**src/rtl/eth_rx_pkg.sv**
```systemverilog
// Shared constants for the Ethernet/UDP receive frame controller:
// FSM state encoding, header/trailer lengths and gap watchdog limit.
package eth_rx_pkg;

  localparam int unsigned STATE_W = 3;

  localparam logic [STATE_W-1:0] ST_IDLE    = 3'd0;
  localparam logic [STATE_W-1:0] ST_HEADER  = 3'd1;
  localparam logic [STATE_W-1:0] ST_PAYLOAD = 3'd2;
  localparam logic [STATE_W-1:0] ST_FCS     = 3'd3;
  localparam logic [STATE_W-1:0] ST_DONE    = 3'd4;

  // Ethernet(14) + IPv4(20) + UDP(8) header bytes; UDP length sits at 38/39
  localparam logic [5:0]  HDR_LEN        = 6'd42;
  localparam logic [5:0]  HDR_LAST_IDX   = HDR_LEN - 6'd1;
  localparam logic [5:0]  UDP_LEN_HI_IDX = 6'd38;
  localparam logic [5:0]  UDP_LEN_LO_IDX = UDP_LEN_HI_IDX + 6'd1;
  localparam logic [15:0] UDP_HDR_LEN    = 16'd8;
  localparam logic [2:0]  FCS_LEN        = 3'd4;
  localparam logic [2:0]  FCS_LAST_IDX   = FCS_LEN - 3'd1;

  localparam int unsigned WDOG_CNT_W = 5;
  localparam logic [WDOG_CNT_W-1:0] WDOG_LIMIT = 5'd16;

endpackage

```
**src/rtl/eth_rx_frame_controller_if.sv**
```systemverilog
// Byte-stream input and frame-status output bundle of the receive frame
// controller. master = stream source / consumer, slave = controller.
interface eth_rx_frame_controller_if;

  logic [7:0]  i_msg_word;
  logic        i_msg_valid;
  logic        i_preambule_valid;

  logic        o_hdr_capture;
  logic [7:0]  o_payload_word;
  logic        o_payload_valid;
  logic [15:0] o_payload_len;
  logic        o_frame_done;
  logic        o_frame_err;
  logic [2:0]  o_state;

  modport master (
    output i_msg_word, i_msg_valid, i_preambule_valid,
    input  o_hdr_capture, o_payload_word, o_payload_valid, o_payload_len,
           o_frame_done, o_frame_err, o_state
  );

  modport slave (
    input  i_msg_word, i_msg_valid, i_preambule_valid,
    output o_hdr_capture, o_payload_word, o_payload_valid, o_payload_len,
           o_frame_done, o_frame_err, o_state
  );

endinterface

```
**src/rtl/eth_rx_gap_watchdog.sv**
```systemverilog
// Counts consecutive idle (tick) cycles; expire fires combinationally on the
// WDOG_LIMIT-th consecutive tick. clear restarts the count.
module eth_rx_gap_watchdog
  import eth_rx_pkg::*;
(
  input  logic i_clk,
  input  logic i_reset,
  input  logic clear,
  input  logic tick,
  output logic expire
);

  logic [WDOG_CNT_W-1:0] gap_cnt;

  assign expire = tick && (gap_cnt == (WDOG_LIMIT - 5'd1));

  // Gap counter: restarts on clear or expiry, otherwise advances per tick
  always_ff @(posedge i_clk or posedge i_reset) begin
    if (i_reset) begin
      gap_cnt <= '0;
    end else if (clear || expire) begin
      gap_cnt <= '0;
    end else if (tick) begin
      gap_cnt <= gap_cnt + 5'd1;
    end
  end

endmodule

```
**src/rtl/eth_rx_frame_controller.sv**
```systemverilog
// Receive frame controller: parses a 42-byte Ethernet/IPv4/UDP header,
// extracts the UDP length, forwards the payload with one cycle of latency,
// skips the 4-byte FCS and signals frame completion or abort.
// Optional gap watchdog compiled in with ETH_RX_CTRL_WDOG_EN.
module eth_rx_frame_controller
  import eth_rx_pkg::*;
(
  input  logic                       i_clk,
  input  logic                       i_reset,
  eth_rx_frame_controller_if.slave   bus
);

  logic [STATE_W-1:0] state;
  logic [5:0]         hdr_cnt;
  logic [15:0]        pay_cnt;
  logic [2:0]         fcs_cnt;
  logic [7:0]         udp_hi;
  logic [7:0]         udp_lo;
  logic [15:0]        udp_len;
  logic [15:0]        payload_len;
  logic [7:0]         payload_word;
  logic               payload_valid;
  logic               frame_done;
  logic               frame_err;
  logic               wdog_expire;

  assign udp_len = {udp_hi, udp_lo};

`ifdef ETH_RX_CTRL_WDOG_EN
  logic in_frame;
  logic wdog_clear;
  logic wdog_tick;

  // A preamble restarts the frame, so it also restarts the gap count
  assign in_frame   = (state == ST_HEADER) || (state == ST_PAYLOAD) || (state == ST_FCS);
  assign wdog_tick  = in_frame && !bus.i_msg_valid && !bus.i_preambule_valid;
  assign wdog_clear = !wdog_tick;

  eth_rx_gap_watchdog u_gap_watchdog (
    .i_clk   (i_clk),
    .i_reset (i_reset),
    .clear   (wdog_clear),
    .tick    (wdog_tick),
    .expire  (wdog_expire)
  );
`else
  assign wdog_expire = 1'b0;
`endif

  assign bus.o_hdr_capture   = (state == ST_HEADER) && bus.i_msg_valid;
  assign bus.o_payload_word  = payload_word;
  assign bus.o_payload_valid = payload_valid;
  assign bus.o_payload_len   = payload_len;
  assign bus.o_frame_done    = frame_done;
  assign bus.o_frame_err     = frame_err;
  assign bus.o_state         = state;

  // Frame FSM, beat counters and registered payload/status outputs
  always_ff @(posedge i_clk or posedge i_reset) begin
    if (i_reset) begin
      state         <= ST_IDLE;
      hdr_cnt       <= '0;
      pay_cnt       <= '0;
      fcs_cnt       <= '0;
      udp_hi        <= '0;
      udp_lo        <= '0;
      payload_len   <= '0;
      payload_word  <= '0;
      payload_valid <= 1'b0;
      frame_done    <= 1'b0;
      frame_err     <= 1'b0;
    end else begin
      payload_valid <= 1'b0;
      frame_done    <= 1'b0;
      frame_err     <= 1'b0;

      // A preamble pre-empts any beat processing; it is an abort only when
      // a frame is still in progress (DONE has already completed its frame).
      if (bus.i_preambule_valid) begin
        state   <= ST_HEADER;
        hdr_cnt <= '0;
        pay_cnt <= '0;
        fcs_cnt <= '0;
        if ((state == ST_HEADER) || (state == ST_PAYLOAD) || (state == ST_FCS)) begin
          frame_err <= 1'b1;
        end
      end else if (wdog_expire) begin
        frame_err <= 1'b1;
        state     <= ST_IDLE;
      end else begin
        case (state)
          ST_IDLE: begin
            state <= ST_IDLE;
          end

          ST_HEADER: begin
            if (bus.i_msg_valid) begin
              hdr_cnt <= hdr_cnt + 6'd1;
              if (hdr_cnt == UDP_LEN_HI_IDX) udp_hi <= bus.i_msg_word;
              if (hdr_cnt == UDP_LEN_LO_IDX) udp_lo <= bus.i_msg_word;
              if (hdr_cnt == HDR_LAST_IDX) begin
                payload_len <= udp_len - UDP_HDR_LEN;
                if (udp_len < UDP_HDR_LEN) begin
                  frame_err <= 1'b1;
                  state     <= ST_IDLE;
                end else if (udp_len == UDP_HDR_LEN) begin
                  state <= ST_FCS;
                end else begin
                  state <= ST_PAYLOAD;
                end
              end
            end
          end

          ST_PAYLOAD: begin
            if (bus.i_msg_valid) begin
              payload_word  <= bus.i_msg_word;
              payload_valid <= 1'b1;
              pay_cnt       <= pay_cnt + 16'd1;
              if (pay_cnt == (payload_len - 16'd1)) state <= ST_FCS;
            end
          end

          ST_FCS: begin
            if (bus.i_msg_valid) begin
              fcs_cnt <= fcs_cnt + 3'd1;
              if (fcs_cnt == FCS_LAST_IDX) begin
                state      <= ST_DONE;
                frame_done <= 1'b1;
              end
            end
          end

          ST_DONE: begin
            state <= ST_IDLE;
          end

          default: begin
            state <= ST_IDLE;
          end
        endcase
      end
    end
  end

endmodule
```
**src/flat_wrapper.sv**
```systemverilog
// flat-port wrapper written by rule: the top's interface ports become plain ports
module eth_rx_frame_controller_flat import eth_rx_pkg::*;
  (i_clk, i_reset, bus_i_msg_word, bus_i_msg_valid, bus_i_preambule_valid, bus_o_hdr_capture, bus_o_payload_word, bus_o_payload_valid, bus_o_payload_len, bus_o_frame_done, bus_o_frame_err, bus_o_state);
  eth_rx_frame_controller_if bus_i ();
  input  logic i_clk;
  input  logic i_reset;
  input wire logic [$bits(bus_i.i_msg_word)-1:0] bus_i_msg_word;
  input wire logic [$bits(bus_i.i_msg_valid)-1:0] bus_i_msg_valid;
  input wire logic [$bits(bus_i.i_preambule_valid)-1:0] bus_i_preambule_valid;
  output wire logic [$bits(bus_i.o_hdr_capture)-1:0] bus_o_hdr_capture;
  output wire logic [$bits(bus_i.o_payload_word)-1:0] bus_o_payload_word;
  output wire logic [$bits(bus_i.o_payload_valid)-1:0] bus_o_payload_valid;
  output wire logic [$bits(bus_i.o_payload_len)-1:0] bus_o_payload_len;
  output wire logic [$bits(bus_i.o_frame_done)-1:0] bus_o_frame_done;
  output wire logic [$bits(bus_i.o_frame_err)-1:0] bus_o_frame_err;
  output wire logic [$bits(bus_i.o_state)-1:0] bus_o_state;
  assign bus_i.i_msg_word = bus_i_msg_word;
  assign bus_i.i_msg_valid = bus_i_msg_valid;
  assign bus_i.i_preambule_valid = bus_i_preambule_valid;
  assign bus_o_hdr_capture = bus_i.o_hdr_capture;
  assign bus_o_payload_word = bus_i.o_payload_word;
  assign bus_o_payload_valid = bus_i.o_payload_valid;
  assign bus_o_payload_len = bus_i.o_payload_len;
  assign bus_o_frame_done = bus_i.o_frame_done;
  assign bus_o_frame_err = bus_i.o_frame_err;
  assign bus_o_state = bus_i.o_state;
  eth_rx_frame_controller u_core (.i_clk(i_clk), .i_reset(i_reset), .bus(bus_i));
endmodule
```
**config.mk**
```make
export PLATFORM = sky130hd
export DESIGN_NAME = eth_rx_frame_controller_flat
export DESIGN_NICKNAME = d
export VERILOG_FILES = /design/src/rtl/eth_rx_pkg.sv /design/src/rtl/eth_rx_frame_controller_if.sv /design/src/rtl/eth_rx_gap_watchdog.sv /design/src/rtl/eth_rx_frame_controller.sv /design/src/flat_wrapper.sv
export SDC_FILE = /design/constraint.sdc
export NUM_CORES = 1
export LEC_CHECK = 0
export ABC_AREA = 1
export ABC_CLOCK_PERIOD_IN_PS = 5000
export CAP_MARGIN = 20
export CORE_MARGIN = 2
export CORE_UTILIZATION = 60
export DETAILED_ROUTE_END_ITERATION = 10
export PLACE_DENSITY = 0.92
export SLEW_MARGIN = 15
export SYNTH_ARGS = -nofsm -noshare
export SYNTH_HDL_FRONTEND = slang
export SYNTH_SLANG_ARGS = --single-unit
```
**constraint.sdc**
```tcl
create_clock -name i_clk -period 5 [get_ports i_clk]
set_input_delay 0.5 -clock i_clk [delete_from_list [all_inputs] [get_ports i_clk]]
set_output_delay 0.5 -clock i_clk [all_outputs]
set_load 0.05 [all_outputs]
```
## Yosys cells after proc, flatten, opt, wreduce, memory -nomap -nowiden

Cells that the tools add are included.

- Flip-flop bits (word level): 71
- Input bits: 12
- Output and inout port bits: 31
- Word-level logic and storage cells: 80

- Add/subtract/negate cells: 5
- $lt $le $gt $ge: 1
- Eq/ne operators: 15
- Muxes and demuxes: 32
- Bitwise operators: 1
- Reduce and logical (&&, ||, !) cells: 15

Operator list:

| cell | number |
|---|---|
| $mux W16 | 3 |
| $mux W3 | 11 |
| $eq A6 B6 Y1 const B | 3 |
| $mux W6 | 3 |
| $ne A3 B3 Y1 const B | 6 |
| $add A16 B1 Y16 const B | 1 |
| $eq A16 B16 Y1 | 1 |
| $eq A16 B4 Y1 const B | 1 |
| $lt A16 B4 Y1 const B | 1 |
| $sub A16 B1 Y16 const B | 1 |
| $sub A16 B4 Y16 const B | 1 |
| $mux W1 | 14 |
| $reduce_and A4 Y1 | 3 |
| $eq A3 B2 Y1 const B | 3 |
| $pmux W3 S3 | 1 |
| $reduce_bool A2 Y1 | 4 |
| $add A6 B1 Y6 const B | 1 |
| $reduce_and A2 Y1 | 3 |
| $reduce_and A6 Y1 | 1 |
| $add A3 B1 Y3 const B | 1 |
| $eq A3 B1 Y1 const B | 1 |
| $reduce_and A3 Y1 | 1 |
| $logic_or A1 B1 Y1 | 2 |
| $logic_and A1 B1 Y1 | 1 |
| $not A1 Y1 | 1 |

## Depth between registers and ports, before layout

- Depth after elaboration: 7
- Gate-level depth with buffers: 17
- Gate-level depth less buffers: 17

## Worst setup path after synthesis

OpenSTA, ideal clock, no wires.

- Path kind: reg2reg
- Start: reg u_core.state[0] (netlist: u_core.bus.o_state[0])
- End: reg u_core.udp_lo[0]
- Library setup time: 119 ps
- Arrival: 2009 ps
- Slack: 2872 ps
- Cell stages (with the launch flop): 11
- Cell sequence: dfrtp_1 nand2_1 nor2_1 inv_2 nor2_4 inv_2 nor2_8 nand3_2 buf_6 nand2_1 o21ai_2

- Word-level cells in the longest chain between the ends: 2

Ends and longest elaborated chain:

| element | RTL line | text |
|---|---|---|
| start, declared | eth_rx_frame_controller.sv:13 | `logic [STATE_W-1:0] state;` |
| start signal, assigned | eth_rx_frame_controller.sv:61 | `state <= ST_IDLE;` |
| start signal, assigned | eth_rx_frame_controller.sv:80 | `state <= ST_HEADER;` |
| start signal, assigned | eth_rx_frame_controller.sv:89 | `state <= ST_IDLE;` |
| $eq A3 B1 Y1 | eth_rx_frame_controller.sv:91 | `case (state)` |
| $reduce_and A4 Y1 (no source line) | n/a |  |
| end signal, assigned | eth_rx_frame_controller.sv:100 | `if (hdr_cnt == UDP_LEN_LO_IDX) udp_lo <= bus.i_msg_word;` |
| end, declared | eth_rx_frame_controller.sv:18 | `logic [7:0] udp_lo;` |

No other way between the ends.
A chain may end at the register's enable or synchronous reset.

## Final worst setup path

- Start: in bus_i_msg_valid
- End: out bus_o_hdr_capture

- Word-level cells in the longest chain between the ends: 1

Ends and longest elaborated chain:

| element | RTL line | text |
|---|---|---|
| start, declared | flat_wrapper.sv:8 | `input wire logic [$bits(bus_i.i_msg_valid)-1:0] bus_i_msg_valid;` |
| $logic_and A1 B1 Y1 | eth_rx_frame_controller.sv:50 | `assign bus.o_hdr_capture = (state == ST_HEADER) && bus.i_msg_valid;` |
| end, declared | flat_wrapper.sv:10 | `output wire logic [$bits(bus_i.o_hdr_capture)-1:0] bus_o_hdr_capture;` |

No other way between the ends.

==> flow_summary.yaml <==
status:
  outcome: "completed"
critical_path:
  path_cells: "clkdlybuf4s50_1 -> inv_2 -> nor2_4 -> clkdlybuf4s50_1"
  cp_slowest_stage_delay_ns: 0.82
  cp.arrival_ns: 2.17
  crit_type: "primary input to output port"
  start_kind: "primary input"
  crit_path_start: "bus_i_msg_valid"
  cp_max_fo: 4
  path_buf_inv: 3
  r2r_start: "u_core.bus.o_payload_len[0]"
  crit_top_cell: "clkdlybuf4s50_1"
  crit_slowest_cell: "clkdlybuf4s50_1"
  required_ns: 4.50
  end_kind: "output port"
  crit_family: "buffers and inverters"
drt:
  drc_errors: 0
  initialDrtViolationCount: 339
  wl_per_cell_um: 14.9
  first_pass_iters: 5
  post_drt_via_cell_ratio: 5.65
  via_count: 3641
  ant_nets: 0
  wirelength_mm: 9.61
finish:
  final_nets: 580
  n_fill_cell: 496
  n_antenna_cell: 0
  final_cell_mix: "nand2_1 (121), dfrtp_1 (71), nor2_1 (61)"
  postLayoutCellArea_mm2: 0.00478
  final_common_cell: "nand2_1"
  area.growth.synth_to_final_pct: 16.9
  instances_no_fill: 644
  final_layout_size_suffix_gt1_share_pct: 11.5
die:
  rows: 30
  io_pins: 43
  die-area_mm2: 0.00748
  die_x_um: 86.5
  chipHeight_um: 86.5
  coreArea_mm2: 0.00668
  start_util_pct: 61.1
sta:
  setup_viol: 0
  rsz0062_at_grt: "false"
  finalCritPeriodShare_pct: 53.4
  max_freq_ghz: 0.375
  fin_crit_ns: 2.67
  finalHoldViolCount: 0
  relSlewSlack_pct: 41.9
  slew_viol_final: 0
  worstMarginPinSlew_ns: 0.871
  finClkSkew_ns: 0.00637
  setup_tns_ns: 0
global_routing:
  grt_use_total_pct: 27.2
  grt_max_degree: 72
  antenna_found_initial: 0
  grt_pass1_wl_mm: 15.8
  grt-ovfl-total: 0
  grt_pass1_vias: 3413
clock_tree:
  post_cts_resized: 0
  cts_tree: "yes"
  holdBufCountCts: 0
  post-cts-setup-buffer-count: 0
  clkTransAtPathRegs_ns: 0.07
  htree_levels: 3
  cts_buffer_depth: 2
  cts_buffers: 9
  cts_sinks: 71
  ctsRootBufferMaster: "clkbuf_8"
  clk_latency_ns: 0.34
pwr:
  clkPwrFrac_pct: 40.4
  switching_share_pct: 25.6
  power.internal_mw: 0.923
  power_density_mw_per_mm2: 260
  power_mw: 1.24
  comb_power_share_pct: 11.2
  ir_drop_mv: 0.214
  p_leak_nw: 2.32
  switching_power_mw: 0.318
  seqPwrFrac_pct: 48.4
placement:
  dp_hpwl_mm: 7.09
  port_buffers: 42
  placed_cell_area_mm2: 0.00456
  dp_cells: 629
  gp_congestion: 0.877
synth:
  syn-cell-area_mm2: 0.00408
  synth-warning-count: 0
  ys_types: 41
  synth_fp_nets: 535
  ys_seq_elements: 71
  syn_avg_cell_area_um2: 7.93
  synth-edff-count: 0
  synthArstFlopShare_pct: 100
  ys.flop_type: "dfrtp_1"
  synth_cells: 515
  seq_area_frac_synth_pct: 43.5
worst_hold_path:
  hold_start: "u_core.bus.o_payload_word[4]"
  hp-class: "flop to flop"
flow_run:
  drv_cap: 0
==> through the flow <==
stage          utilization, %  hold slack, ns  setup slack, ns
6_report                 71.5           0.488             2.33
5_1_grt                  71.5           0.515             2.29
4_1_cts                  71.5           0.493             2.33
3_5_place_dp             68.2           0.474             2.33
3_3_place_gp             68.2           0.469             2.35
2_1_floorplan               -           0.453             2.70
==> final timing paths <==
path                       slack [ns]  cells after the start                      endpoint
setup / recovery                 2.33                      4             bus_o_hdr_capture
hold / removal                   0.49                      2  u_core.bus.o_payload_word[4]
setup reg to reg                 2.81                     17         u_core.bus.o_state[1]
hold reg to reg                  0.49                      2  u_core.bus.o_payload_word[4]
max in group asynchronous        3.70                      3   u_core.bus.o_payload_len[5]
min in group asynchronous        0.74                      3         u_core.bus.o_state[0]
==> power by group through the flow <==
stage	Sequential, mW	Combinational, mW	Clock (mW)
finish	0.601	0.138	0.501
global route	0.601	0.151	0.530
CTS	0.600	0.139	0.511
detailed placement	0.611	0.138	0
global placement	0.611	0.135	0
floorplan	0.640	0.0607	0
==> area by class of cell <==
type	instances	area, um^2	area share (%)
clock inverter	5	81.3	1.70
multi-input combinational	366	1990	41.7
sequential	71	1780	37.2
tap	80	100	2.10
clock buffer	10	138	2.88
timing repair buffer	43	428	8.96
inverter	69	259	5.42
==> routing by layer <==
metal	wire [um]	track usage, %
met1	4060	34.9
met5	0	0
met4	214	11.6
met2	4790	45.8
met3	552	4.29
==> worst reg2reg max path: cells and delay by family (launching register included) <==
family                     cells  cell delay, ns
and+or+nand+nor               14            1.14
buffers and inverters          2            0.23
DFF                            1            0.44
adders and majority gates      1            0.28
==> registers in the layout (all words and copies together) (netlist names), 3 cells and up <==
signal,flops
u_core.bus.o_payload_len,16
u_core.udp_hi,8
u_core.bus.o_state,3
u_core.udp_lo,8
u_core.fcs_cnt,3
u_core.bus.o_payload_word,8
u_core.pay_cnt,16
u_core.hdr_cnt,6
==> cell usage after synthesis, types with 3 or more instances <==
cell type / instances / area, um^2
nor3_1: 7 / 35.0
o21ai_1: 12 / 60.1
nand3_2: 3 / 30.0
nor2_4: 6 / 67.6
xnor2_1: 7 / 61.3
buf_2: 4 / 20.0
nand3_1: 17 / 85.1
xor2_1: 18 / 158
nor3_2: 3 / 30.0
o21ai_0: 32 / 160
a21oi_1: 14 / 70.1
o21ai_2: 16 / 140
inv_2: 7 / 26.3
nand2_2: 6 / 37.5
nand4_1: 12 / 75.1
dfrtp_1: 71 / 1780
nand2_1: 121 / 454
inv_1: 60 / 225
ha_1: 8 / 100
nor4_1: 3 / 18.8
nor2_1: 61 / 229
==> logic make-up (layout without fill, tap and decap cells) <==
logic type / count (synthesis) / after routing / synth area share, %
AO/OA/AOI/OAI: 84 / 84 / 12.4
XOR/XNOR: 25 / 25 / 5.36
adder cells (fa/ha/maj): 8 / 8 / 2.45
buffers and inverters: 78 / 127 / 7.69
flip-flops: 71 / 71 / 43.5
AND/OR/NAND/NOR: 249 / 249 / 28.6
No activity file was read; power rests on OpenSTA's default activity.
